### src/rtl/mux_pkg.sv
// Shared types and helpers for dual-rail one-hot select blocks.
package mux_pkg;

    // Widest channel count the helper functions are sized for.
    localparam int MAX_IN   = 64;
    localparam int MAX_CH_W = 6;

    // Kind of request seen at a clock edge.
    typedef enum logic [1:0] {
        REQ_IDLE,
        REQ_SELECT,
        REQ_ILLEGAL,
        REQ_SCAN
    } req_kind_t;

    // Ceiling log2; returns 0 for values of 0 or 1.
    function automatic int clog2(input int value);
        int result;
        result = 0;
        while ((1 << result) < value) begin
            result++;
        end
        return result;
    endfunction

    // A code is legal when the rails are exact complements over the low n bits
    // and exactly one true-rail bit is set.
    function automatic logic onehot_legal(input logic [MAX_IN-1:0] sel,
                                          input logic [MAX_IN-1:0] nsel,
                                          input int n);
        int   ones;
        logic rails_ok;
        ones     = 0;
        rails_ok = 1'b1;
        for (int i = 0; i < MAX_IN; i++) begin
            if (i < n) begin
                if (nsel[i] == sel[i]) begin
                    rails_ok = 1'b0;
                end
                if (sel[i]) begin
                    ones++;
                end
            end
        end
        return rails_ok && (ones == 1);
    endfunction

    // Index of the set bit of a one-hot word; meaningless for non-one-hot input.
    function automatic logic [MAX_CH_W-1:0] onehot_to_idx(input logic [MAX_IN-1:0] sel);
        logic [MAX_CH_W-1:0] idx;
        idx = '0;
        for (int i = 0; i < MAX_IN; i++) begin
            if (sel[i]) begin
                idx = MAX_CH_W'(i);
            end
        end
        return idx;
    endfunction

endpackage

### src/rtl/mux_sel_decode.sv
// Combinational decoder for a dual-rail one-hot select: legality plus channel index.
module mux_sel_decode
    import mux_pkg::*;
#(
    parameter int NUM_IN = 4,
    parameter int CH_W   = 2
) (
    input  logic [NUM_IN-1:0] sel,
    input  logic [NUM_IN-1:0] nsel,
    output logic              legal,
    output logic [CH_W-1:0]   idx
);

    logic [MAX_IN-1:0] sel_ext;
    logic [MAX_IN-1:0] nsel_ext;

    // Widen both rails to the helper width, then classify and encode the code.
    always_comb begin
        sel_ext               = '0;
        nsel_ext              = '0;
        sel_ext[NUM_IN-1:0]   = sel;
        nsel_ext[NUM_IN-1:0]  = nsel;
        legal                 = onehot_legal(sel_ext, nsel_ext, NUM_IN);
        idx                   = CH_W'(onehot_to_idx(sel_ext));
    end

endmodule

### src/rtl/mux_nto1_nbit_reg.sv
// Registered N:1 word mux with dual-rail one-hot select, illegal-select
// detection with a saturating counter, and a round-robin scan mode.
module mux_nto1_nbit_reg
    import mux_pkg::*;
#(
    parameter  int WIDTH     = 8,
    parameter  int NUM_IN    = 4,
    parameter  int ERR_CNT_W = 4,
    localparam int CH_W      = (clog2(NUM_IN) < 1) ? 1 : clog2(NUM_IN)
) (
    input  logic                    Clock,
    input  logic                    Reset,
    input  logic [NUM_IN*WIDTH-1:0] In,
    input  logic [NUM_IN-1:0]       Select,
    input  logic [NUM_IN-1:0]       _Select,
    input  logic                    InValid,
    input  logic                    Scan,
    input  logic                    ClearErr,
    output logic [WIDTH-1:0]        Out,
    output logic                    OutValid,
    output logic [CH_W-1:0]         OutChan,
    output logic                    SelError,
    output logic [ERR_CNT_W-1:0]    ErrCount
);

    localparam logic [ERR_CNT_W-1:0] CNT_MAX = '1;
    localparam logic [CH_W-1:0]      LAST_CH = CH_W'(NUM_IN - 1);

    logic [WIDTH-1:0]     words [NUM_IN];
    logic                 sel_legal;
    logic [CH_W-1:0]      sel_idx;
    req_kind_t            req;
    logic [CH_W-1:0]      scan_ptr;
    logic [CH_W-1:0]      scan_ptr_next;
    logic [WIDTH-1:0]     out_next;
    logic [CH_W-1:0]      chan_next;
    logic                 valid_next;
    logic                 err_next;
    logic [ERR_CNT_W-1:0] cnt_next;

    for (genvar k = 0; k < NUM_IN; k++) begin : g_words
        assign words[k] = In[k*WIDTH +: WIDTH];
    end

    mux_sel_decode #(
        .NUM_IN (NUM_IN),
        .CH_W   (CH_W)
    ) u_decode (
        .sel   (Select),
        .nsel  (_Select),
        .legal (sel_legal),
        .idx   (sel_idx)
    );

    // Classify this cycle's request; rails only matter in select mode with InValid.
    always_comb begin
        req = REQ_IDLE;
        if (InValid) begin
            if (Scan) begin
                req = REQ_SCAN;
            end else if (sel_legal) begin
                req = REQ_SELECT;
            end else begin
                req = REQ_ILLEGAL;
            end
        end
    end

    // Next-state for data, channel, valid, error flag, counter and scan pointer.
    always_comb begin
        out_next      = Out;
        chan_next     = OutChan;
        valid_next    = 1'b0;
        err_next      = SelError;
        cnt_next      = ErrCount;
        scan_ptr_next = scan_ptr;
        if (ClearErr) begin
            err_next = 1'b0;
            cnt_next = '0;
        end
        case (req)
            REQ_SCAN: begin
                out_next      = words[scan_ptr];
                chan_next     = scan_ptr;
                valid_next    = 1'b1;
                scan_ptr_next = (scan_ptr == LAST_CH) ? '0 : scan_ptr + 1'b1;
            end
            REQ_SELECT: begin
                out_next   = words[sel_idx];
                chan_next  = sel_idx;
                valid_next = 1'b1;
            end
            REQ_ILLEGAL: begin
                err_next = 1'b1;
                if (ClearErr) begin
                    cnt_next = ERR_CNT_W'(1);
                end else if (ErrCount != CNT_MAX) begin
                    cnt_next = ErrCount + 1'b1;
                end
            end
            default: begin
            end
        endcase
    end

    // Scan pointer register; only moves on scan captures.
    always_ff @(posedge Clock or posedge Reset) begin
        if (Reset) begin
            scan_ptr <= '0;
        end else begin
            scan_ptr <= scan_ptr_next;
        end
    end

    // Output flops so that nothing combinational reaches the ports.
    always_ff @(posedge Clock or posedge Reset) begin
        if (Reset) begin
            Out      <= '0;
            OutValid <= 1'b0;
            OutChan  <= '0;
            SelError <= 1'b0;
            ErrCount <= '0;
        end else begin
            Out      <= out_next;
            OutValid <= valid_next;
            OutChan  <= chan_next;
            SelError <= err_next;
            ErrCount <= cnt_next;
        end
    end

endmodule

### config.mk
export PLATFORM = sky130hd
export DESIGN_NAME = mux_nto1_nbit_reg
export DESIGN_NICKNAME = d
export VERILOG_FILES = /design/src/rtl/mux_pkg.sv /design/src/rtl/mux_sel_decode.sv /design/src/rtl/mux_nto1_nbit_reg.sv
export SDC_FILE = /design/constraint.sdc
export NUM_CORES = 1
export LEC_CHECK = 0
export BUFFER_PORTS_ARGS = -buffer_cell sky130_fd_sc_hd__buf_4
export CORE_ASPECT_RATIO = 0.75
export CORE_MARGIN = 4
export CORE_UTILIZATION = 35
export DETAILED_ROUTE_END_ITERATION = 6
export PLACE_DENSITY = 0.59
export SKIP_LAST_GASP = 1
export SYNTH_ARGS = -nofsm -noshare
export SYNTH_HDL_FRONTEND = slang
export SYNTH_HIERARCHICAL = 1
export SYNTH_SLANG_ARGS = --single-unit
### constraint.sdc
create_clock -name Clock -period 3.9 [get_ports Clock]
set_clock_uncertainty 0.15 [all_clocks]
set_input_delay 0.195 -clock Clock [delete_from_list [all_inputs] [get_ports Clock]]
set_output_delay 0.195 -clock Clock [all_outputs]
set_load 0.01 [all_outputs]
==> results by group, run 1 <==
Hold path
  – Min-Delay Path Class: in2reg
  – Min-delay src: Scan
  – Hold endpoint: ErrCount[1]
  – WHS Path Cells: 4

Clock network
  – Post-CTS Setup Bufs: 0
  – CTS tree: done
  – CTS max path bufs: 2
  – H-Tree Depth: 1
  – CTS Sinks: 18
  – Root Buffer: clkbuf_8
  – Clock-pin slew on the worst setup and hold paths: 70 ps
  – Total CTS buffers: 3
  – Clock Latency Late Sink: 260 ps

Synthesis
  – Most area-hungry cell type in the Yosys netlist: dfrtp_1
  – Synth cell types: 36
  – XOR/XNOR Fraction of Synth Area: about 3.7%
  – Mapped cell area: 1410 µm²
  – Cells after Synth: about 130
  – Syn Nets: around 180
  – Yosys synthesis warning count: 6
  – Most numerous cell in the Yosys netlist: nor2_1
  – Area share of the largest cell type after synthesis: 32.1%
  – Top cells by count, synth: nor2_1, dfrtp_1, mux4_2
  – Mux cell area share after synthesis: 26.4%
  – Area contributors post-synth: dfrtp_1, mux4_2, nor2_1
  – Compound-Gate Fraction of Synth Area: between 10% and 20%
  – Area share of and/or/nand/nor cells after synthesis: 15.9%
  – Synth Register Bits: 18
  – Synth Flop Type: dfrtp_1
  – Sequential-to-total area share from yosys stat: 32.1%
  – Adder-cell share of the synthesized area: 4.45%
  – Avg Cell Area, Syn: between 10 and 15 µm²
  – Largest family of logic cells by synthesized area: multiplexers
  – EDFF count, synth: 0
  – Asr flop ratio synth: 100%

Timing
  – Unrepaired setup endpoints after global routing: no
  – Fmax: 0.341 GHz
  – Final worst-path cycle share: 75.3%
  – Actual slew at the worst max-slew pin: 678 ps
  – Final Max Tran Viols: 0
  – Slew margin rel.: 54.8%
  – Final Critical Period: 2940 ps
  – Setup TNS: 0 ps
  – Hold Fails Final Rpt: 0
  – Final WS setup: 964 ps
  – Final Setup Violations: 0

Setup path
  – Worst-case reg-to-reg path depth: 3
  – Crit-path max FO: 8
  – CP Capture Type: flip-flop
  – Worst Setup Start Kind: input pin
  – Critical path origin: Select[0]
  – Req. time, crit path: 3890 ps
  – R2r setup slk: 1960 ps
  – Crit path kind: in2reg
  – Arrival @ worst endpoint: 2920 ps
  – Critical R2R Launch: scan_ptr[0]
  – Reg-to-Reg End: Out[7]

Global route
  – Tot GR Track Use: between 15 and 20%
  – Vias in the first global route: about 1.3k
  – First-pass GRT wire length: approximately 6.5 mm
  – Initial antenna violation count: 0
  – GRT overflow: 0
  – Largest net degree at the start of global routing: 19

Floorplan
  – Die Span X: 81.2 µm
  – Starting Density: 37.4%
  – Die ar.: a little over 5000 µm²
  – Number of placed I/O pins: 61
  – Placeable Area: 3760 µm²
  – Placement Rows: 19
  – Die Height: 62.9 µm

Detailed routing
  – Initial DRC Count: 78
  – DRT Pass-1 Iters: 4
  – Vias: 1286
  – Via density per instance: 5.34
  – WL per Instance: roughly 16 µm
  – # DRC: 0
  – Antenna viol nets, final: 0
  – Final WL: between 3 and 4 mm

Placement
  – Post-Place Worst Slack: between 700 and 800 ps
  – Port Buffers: 60
  – DP HPWL: around 3.1 mm
  – GPL Wtd Cong: 0.759

Final layout
  – Nets@finish: 240
  – Layout area overhead: 40.0%
  – Layout cells sized above 1: 45.5%
  – Antenna cells: 0

Power
  – Leakage power: 0.000876 µW
  – Maximum VDD drop: 0.159 mV
  – Pwr/cell area: a little under 400 nW/µm²

Status
  – Status: finished clean

Job
  – Maxcap violations: 0
worst max path at each step:
stage                        end  cells past startpoint
after global routing      Out[6]                     11
after detailed placement  Out[4]                     11
after global placement    Out[7]                     11
final                     Out[7]                     11
after CTS                 Out[4]                     11
after floorplan           Out[1]                     10
sequential cells by signal, indices dropped and copies added (netlist names):
register	count
OutValid	1
Out	8
SelError	1
OutChan	2
ErrCount	4
scan_ptr	2
where the power goes:
part / switching [µW] / internal (µW) / leakage (µW)
Combinational: 127 / 198 / 0.000634
Clock: 64.2 / 89.7 / 0.0000288
Sequential: 68.1 / 234 / 0.000213
routing by layer:
layer	vias to the layer above	wire length, µm	GRT usage, %
li1	615	-	-
met1	614	1730	24.3
met2	51	1760	24.5
met3	6	234	2.59
met4	0	32	3.16
met5	-	0	0
logic make-up after synthesis:
family,count (synthesis)
AO/OA/AOI/OAI,27
XOR/XNOR,6
adder cells (fa/ha/maj),5
buffers and inverters,14
flip-flops,18
multiplexers,17
AND/OR/NAND/NOR,41
worst max-delay path, cell delays in order:
cell,delay (ps)
buf_4,100
inv_1,40
ha_1,360
xor2_1,190
ha_1,320
nor3b_1,210
a311oi_1,90
a2111oi_2,660
nand3b_1,390
o22ai_1,290
nor2_1,80
stage by stage:
step / utilization (%) / power, µW / std cells / hold slack (ps) / cell area [µm²]
final: 52.4 / 781 / 241 / 154 / 1970
after global routing: 52.4 / 840 / 241 / 190 / 1970
after floorplan: - / 492 / 128 / -16.4 / 1410
after detailed placement: 50.1 / 633 / 234 / 194 / 1880
after CTS: 52.4 / 789 / 241 / 156 / 1970
after global placement: 50.1 / 623 / 234 / 184 / 1880
cell type report:
type,count,area [µm²]
inverter,7,26.3
sequential,18,450
clock buffer,4,55.1
timing repair buffer,64,488
multi-input combinational,96,882
fill,350,1790
tap,52,65.1
cells in the final DEF, fill, tap and decap left out:
master / count
nand2_1: 3
a311oi_1: 1
a21oi_1: 5
a31oi_1: 2
and3_1: 1
nor3b_2: 1
nor3_1: 4
o22ai_1: 9
xor2_1: 6
inv_1: 7
and4b_1: 1
a21o_1: 1
o21ai_1: 6
nand2b_1: 1
or3b_4: 1
nand3_1: 2
mux2_1: 1
buf_4: 61
dfrtp_1: 18
nor2_1: 19
a41oi_1: 1
nand4_1: 1
nor3b_1: 1
or2_2: 1
mux4_2: 16
or3b_1: 1
a2111oi_2: 1
ha_1: 5
clkbuf_8: 4
nor4b_2: 1
dlygate4sd3_1: 3
o21a_1: 1
nor2b_1: 1
nand3b_1: 2
what timing repair did:
action / in CTS / in global routing
hold endpoints to repair: 22 / 0
hold buffers: 3 / 0
setup endpoints to repair: 0 / 0
resized for setup: 0 / 0
Power figures use the tool's default switching activity.
==> run 2, diff against run 1 <==
==> constraint.sdc (replaced) <==
create_clock -name Clock -period 2.9 [get_ports Clock]
set_clock_uncertainty 0.15 [all_clocks]
set_input_delay 0.145 -clock Clock [delete_from_list [all_inputs] [get_ports Clock]]
set_output_delay 0.145 -clock Clock [all_outputs]
set_load 0.01 [all_outputs]
==> results by group, run 2 (same netlist as run 1, synthesis figures left out) <==
Final layout
  – Fill count: 357 (+2.0%)
  – Largest register by flop count: Out
  – Antenna cells: 0 (unchanged)
  – Max reg flops: 8 (unchanged)
  – Regs by FF count: Out (8), ErrCount (4)
  – Fin util: 52.6% (+0.20 points)
  – Most common cell after layout, fill and taps aside: buf_4
  – Layout cells sized above 1: 45.8% (+0.29 points)
  – Layout area overhead: 40.5%
  – Commonest non-fill, non-tap cells in the layout: buf_4, nor2_1, dfrtp_1
  – Nets@finish: 241 (+0.42%)

Global route
  – Tot GR Track Use: 15.4% (-0.74 points)
  – First-pass GRT wire length: 6.17 mm (-4.7%)
  – Largest net degree at the start of global routing: 19 (unchanged)
  – GRT overflow: 0 (unchanged)
  – Vias in the first global route: 1293 (-3.9%)
  – Initial antenna violation count: 0 (unchanged)

Floorplan
  – Number of placed I/O pins: 61 (unchanged)
  – Die Height: 62.9 µm (unchanged)
  – Starting Density: 37.4% (unchanged)
  – Placeable Area: 3760 µm² (unchanged)
  – Placement Rows: 19 (unchanged)
  – Die Span X: 81.2 µm (unchanged)
  – Die ar.: 5100 µm² (unchanged)

Detailed routing
  – Antenna viol nets, final: 0 (unchanged)
  – # DRC: 0 (unchanged)
  – Via density per instance: 5.20 (-2.5%)
  – DRT Pass-1 Iters: 4 (unchanged)
  – Final WL: 3.67 mm (-2.2%)
  – WL per Instance: 15.2 µm (-2.6%)
  – Initial DRC Count: 63 (-19%)
  – Vias: 1259 (-2.1%)

Clock network
  – CTS Sinks: 18 (unchanged)
  – H-Tree Depth: 1 (unchanged)
  – CTS max path bufs: 2 (unchanged)
  – CTS tree: done
  – Root Buffer: clkbuf_8
  – Clock Latency Late Sink: 250 ps (about the same)
  – Total CTS buffers: 3 (unchanged)
  – CTS resizes: 0 (unchanged)
  – Clock-pin slew on the worst setup and hold paths: 70 ps (about the same)

Placement
  – GPL Wtd Cong: 0.764 (+0.74%)
  – Port Buffers: 60 (unchanged)
  – DP HPWL: 3.01 mm (-2.0%)

Setup path
  – Req. time, crit path: 2880 ps (-1010 ps)
  – CP Capture Type: flip-flop
  – Crit path kind: in2reg
  – Arrival @ worst endpoint: 2560 ps (-360 ps)
  – Worst Setup Start Kind: input pin
  – Critical R2R Launch: scan_ptr[0]
  – Critical path origin: Select[0]
  – Crit-path max FO: 8 (unchanged)

Timing
  – Actual slew at the worst max-slew pin: 699 ps (+20.9 ps)
  – Unrepaired setup endpoints after global routing: no
  – Setup TNS: 0 ps (unchanged)
  – Fmax: a little under 0.4 GHz
  – Final worst-path cycle share: approximately nine tenths
  – Minimum hold slack: 113 ps (-41.2 ps)
  – Final Critical Period: 2580 ps
  – Slew margin rel.: 53.4% (-1.4 points)
  – Final Max Tran Viols: 0 (unchanged)
  – Hold Fails Final Rpt: 0 (unchanged)
  – Final Setup Violations: 0 (unchanged)

Power
  – Maximum VDD drop: 0.246 mV (+55%)
  – Pwr/cell area: 527 nW/µm² (+33%)
  – Power Total: 1040 µW (+33%)
  – Leakage power: 0.000882 µW (+0.62%)

Hold path
  – Min-Delay Path Class: in2reg
  – Min-delay src: Scan

Status
  – Status: finished clean

Job
  – Maxcap violations: 0 (unchanged)
## run 2: changes by cell type in the layout (fill, tap and decap cells not counted), sizes merged
cell / change
buf: +1
## run 2: worst paths after layout
check / slack [ps] / cells past startpoint / endpoint
setup reg to reg: 1020 / 3 / Out[0]
setup / recovery: 320 / 12 / Out[2]
hold / removal: 110 / 4 / ErrCount[0]
min in group asynchronous: 420 / 3 / OutValid
max in group asynchronous: 1740 / 3 / Out[1]
hold reg to reg: 350 / 2 / Out[7]
## run 2: per-layer routing
metal	global-route usage, %	up-vias	wire, µm
met1	23.0	594	1720
met3	1.44	4	241
met5	0	-	0
met4	5.06	0	48
met2	23.4	46	1660
li1	-	615	-
## run 2: critical path, cell delays in order
cell and delay, ps:
buf_4 100, inv_1 40, ha_1 350, xor2_1 190, ha_1 310, nor3b_1 180
a311oi_1 90, a2111oi_2 360, buf_4 200, nand3b_1 260, o22ai_1 280, nor2_1 80
## run 2: layout make-up
cell class                 count  area (µm²)  share of cell area [%]
clock buffer                   4        55.1                    2.79
multi-input combinational     96         882                    44.7
inverter                       7        26.3                    1.33
tap                           52        65.1                    3.30
sequential                    18         450                    22.8
timing repair buffer          65         495                    25.1
## run 2: metrics by stage
step | cells | worst slack [ps] | instance area, µm²
global route | 242 | 148 | 1970
CTS | 242 | 322 | 1970
finish | 242 | 323 | 1970
detailed placement | 235 | 63.9 | 1890
global placement | 235 | 195 | 1890
floorplan | 128 | 319 | 1410
## run 2: power breakdown
part           switching [µW]  total [µW]  internal, µW
combinational             169         436           267
sequential               87.7         402           315
clock                    81.0         201           120
total                     338        1040           702
## run 2: what timing repair did
item	in CTS	in global routing
endpoints found under the hold margin	24	0
buffers inserted	0	0
hold buffers	3	0
==> run 3, diff against run 2 <==
--- a/config.mk
+++ b/config.mk
@@ -5,7 +5,7 @@
 export SDC_FILE = /design/constraint.sdc
 export NUM_CORES = 1
 export LEC_CHECK = 0
-export BUFFER_PORTS_ARGS = -buffer_cell sky130_fd_sc_hd__buf_4
+export BUFFER_PORTS_ARGS = -buffer_cell sky130_fd_sc_hd__buf_2
 export CORE_ASPECT_RATIO = 0.75
 export CORE_MARGIN = 4
 export CORE_UTILIZATION = 35
==> results by group, run 3 (same netlist as run 1, synthesis figures left out) <==
Timing
  – Final Max Tran Viols: 0 (unchanged)
  – Slew margin rel.: 56.1% (+2.7 points)
  – Final WS setup: 293 ps (-29.7 ps)
  – Actual slew at the worst max-slew pin: 658 ps (-40.6 ps)
  – Final worst-path cycle share: 89.9% (+1.0 points)
  – Hold Fails Final Rpt: 0 (unchanged)
  – Final Critical Period: 2610 ps (+29.7 ps)
  – Final Setup Violations: 0 (unchanged)
  – Unrepaired setup endpoints after global routing: no
  – Fmax: 0.384 GHz (-1.1%)
  – Setup TNS: 0 ps (unchanged)

Power
  – Power Total: 1000 µW (-3.8%)
  – Sequential Power Share: 40.4% (+1.7 points)
  – Cell Int Power: 658 µW (-6.3%)
  – Net Sw Frac: 34.2% (+1.7 points)
  – Pwr/cell area: 548 nW/µm² (+4.1%)
  – Maximum VDD drop: 0.195 mV (-21%)
  – Sw power: 342 µW (+1.2%)
  – Clk pwr share: 20.3% (+0.9 points)
  – Leakage power: 0.000831 µW (-5.8%)
  – Combinational Power Share: 39.3% (-2.6 points)

Floorplan
  – Starting Density: 37.4% (unchanged)
  – Placeable Area: 3760 µm² (unchanged)
  – Die ar.: 5100 µm² (unchanged)
  – Number of placed I/O pins: 61 (unchanged)
  – Die Span X: 81.2 µm (unchanged)
  – Placement Rows: 19 (unchanged)
  – Die Height: 62.9 µm (unchanged)

Placement
  – Post-Place Worst Slack: 10.7 ps (-53.2 ps)
  – Port Buffers: 60 (unchanged)
  – Post-Place Cells: 235 (unchanged)
  – DP HPWL: 2.89 mm (-4.1%)
  – GPL Wtd Cong: 0.764 (-0.12%)

Final layout
  – Antenna cells: 0 (unchanged)
  – Nets@finish: 241 (unchanged)
  – Largest register by flop count: Out
  – Most common cell after layout, fill and taps aside: buf_2
  – Layout area overhead: 29.8%
  – Regs by FF count: Out (8), ErrCount (4)
  – Commonest non-fill, non-tap cells in the layout: buf_2, nor2_1, dfrtp_1
  – Layout Cells excl Fill: 242 (unchanged)
  – Max reg flops: 8 (unchanged)
  – Layout cells sized above 1: 45.8% (unchanged)
  – Fill count: 373 (+4.5%)

Clock network
  – Total CTS buffers: 3 (unchanged)
  – CTS max path bufs: 2 (unchanged)
  – CTS resizes: 0 (unchanged)
  – H-Tree Depth: 1 (unchanged)
  – Clock-pin slew on the worst setup and hold paths: 70 ps (about the same)
  – Clock Latency Late Sink: 250 ps (about the same)
  – Root Buffer: clkbuf_8
  – CTS Sinks: 18 (unchanged)
  – CTS tree: done

Global route
  – Grt met3 use: 2.88% (+1.4 points)
  – GR Util met2: 22.3% (-1.0 points)
  – Initial antenna violation count: 0 (unchanged)
  – GRT overflow: 0 (unchanged)
  – Tot GR Track Use: 15.1% (-0.37 points)
  – Vias in the first global route: 1304 (+0.85%)
  – First-pass GRT wire length: 6.09 mm (-1.3%)
  – Top Usage Layer GRT: met1
  – Largest net degree at the start of global routing: 19 (unchanged)
  – Met1 track demand over resource: 22.7% (-0.26 points)

Setup path
  – Cell mode on critical path: ha_1
  – Critical path, cell by cell: buf_2, inv_1, ha_1, xor2_1, ha_1, nor3b_1, a311oi_1, a2111oi_2, buf_4, nand3b_1, o22ai_1, nor2_1
  – Reg-to-Reg End: Out[2]
  – Critical R2R Launch: scan_ptr[0]
  – Crit path largest cell delay: 360 ps (about the same)
  – Worst Setup Start Kind: input pin
  – R2r setup slk: 990 ps (-30 ps)
  – Crit path kind: in2reg
  – Crit-path max FO: 8 (unchanged)
  – CP max-delay cell: a2111oi_2
  – CP Capture Type: flip-flop
  – Worst-case reg-to-reg path depth: 3 (unchanged)
  – Req. time, crit path: 2890 ps (about the same)
  – Arrival @ worst endpoint: 2590 ps (+30 ps)

Job
  – Maxcap violations: 0 (unchanged)

Detailed routing
  – DRT Pass-1 Iters: 5 (+1)
  – Final WL: 3.55 mm (-3.2%)
  – WL per Instance: 14.7 µm (-3.2%)
  – Via density per instance: 5.17 (-0.56%)
  – Antenna viol nets, final: 0 (unchanged)
  – # DRC: 0 (unchanged)
  – Initial DRC Count: 37 (-41%)
  – Vias: 1252 (-0.56%)

Hold path
  – Hold endpoint: ErrCount[1]
  – Min-Delay Path Class: in2reg
  – Min-delay src: Scan
  – WHS Path Cells: 4 (unchanged)

Status
  – Status: finished clean
[run 3: cell counts in the layout (fill, tap and decap cells not counted)]
No cell type changed its count.
[run 3: critical path: cells and delay by family]
| kind | cells | cell delay (ps) |
|---|---|---|
| adder cells (fa/ha/maj) | 2 | 670 |
| buffers and inverters | 3 | 360 |
| AO/OA/AOI/OAI | 3 | 710 |
| XOR/XNOR | 1 | 180 |
| AND/OR/NAND/NOR | 3 | 530 |
[run 3: worst max-delay path by stage]
stage / cells past startpoint / slack (ps) / from / to
after floorplan: 10 / 320 / Select[0] / Out[1]
after CTS: 12 / 270 / Select[0] / Out[0]
after global routing: 12 / 50 / Select[0] / Out[0]
final: 12 / 290 / Select[0] / Out[2]
after detailed placement: 12 / 10 / Select[0] / Out[0]
after global placement: 12 / 180 / Select[0] / Out[2]
[run 3: area by class of cell]
cell class,instances,area [µm²],share of cell area (%)
sequential,18,450,24.7
tap,52,65.1,3.57
clock buffer,4,55.1,3.02
multi-input combinational,96,882,48.4
timing repair buffer,65,345,18.9
inverter,7,26.3,1.44
[run 3: what timing repair did]
item                      CTS  global route
hold buffers                3             0
buffers inserted            0             0
hold endpoints to repair   23             0
[run 3: power groups by stage]
stage | combinational (µW) | clock, µW | sequential (µW)
after detailed placement | 393 | 0 | 411
final | 393 | 203 | 404
after CTS | 396 | 208 | 406
after global routing | 434 | 223 | 419
after floorplan | 280 | 0 | 382
after global placement | 384 | 0 | 404
[run 3: metrics by stage]
stage / area, µm² / hold slack, ps / utilization (%)
after floorplan: 1410 / -66.4 / -
after global placement: 1740 / 132 / 46.3
after detailed placement: 1740 / 135 / 46.3
after CTS: 1820 / 153 / 48.6
after global routing: 1820 / 192 / 48.6
final: 1820 / 158 / 48.6
[run 3: metal layers]
metal  share of wire (%)  vias up
li1                    -      612
met1                  48      598
met2                  46       40
met3                 4.9        2
met4                0.79        0
met5                   0        -
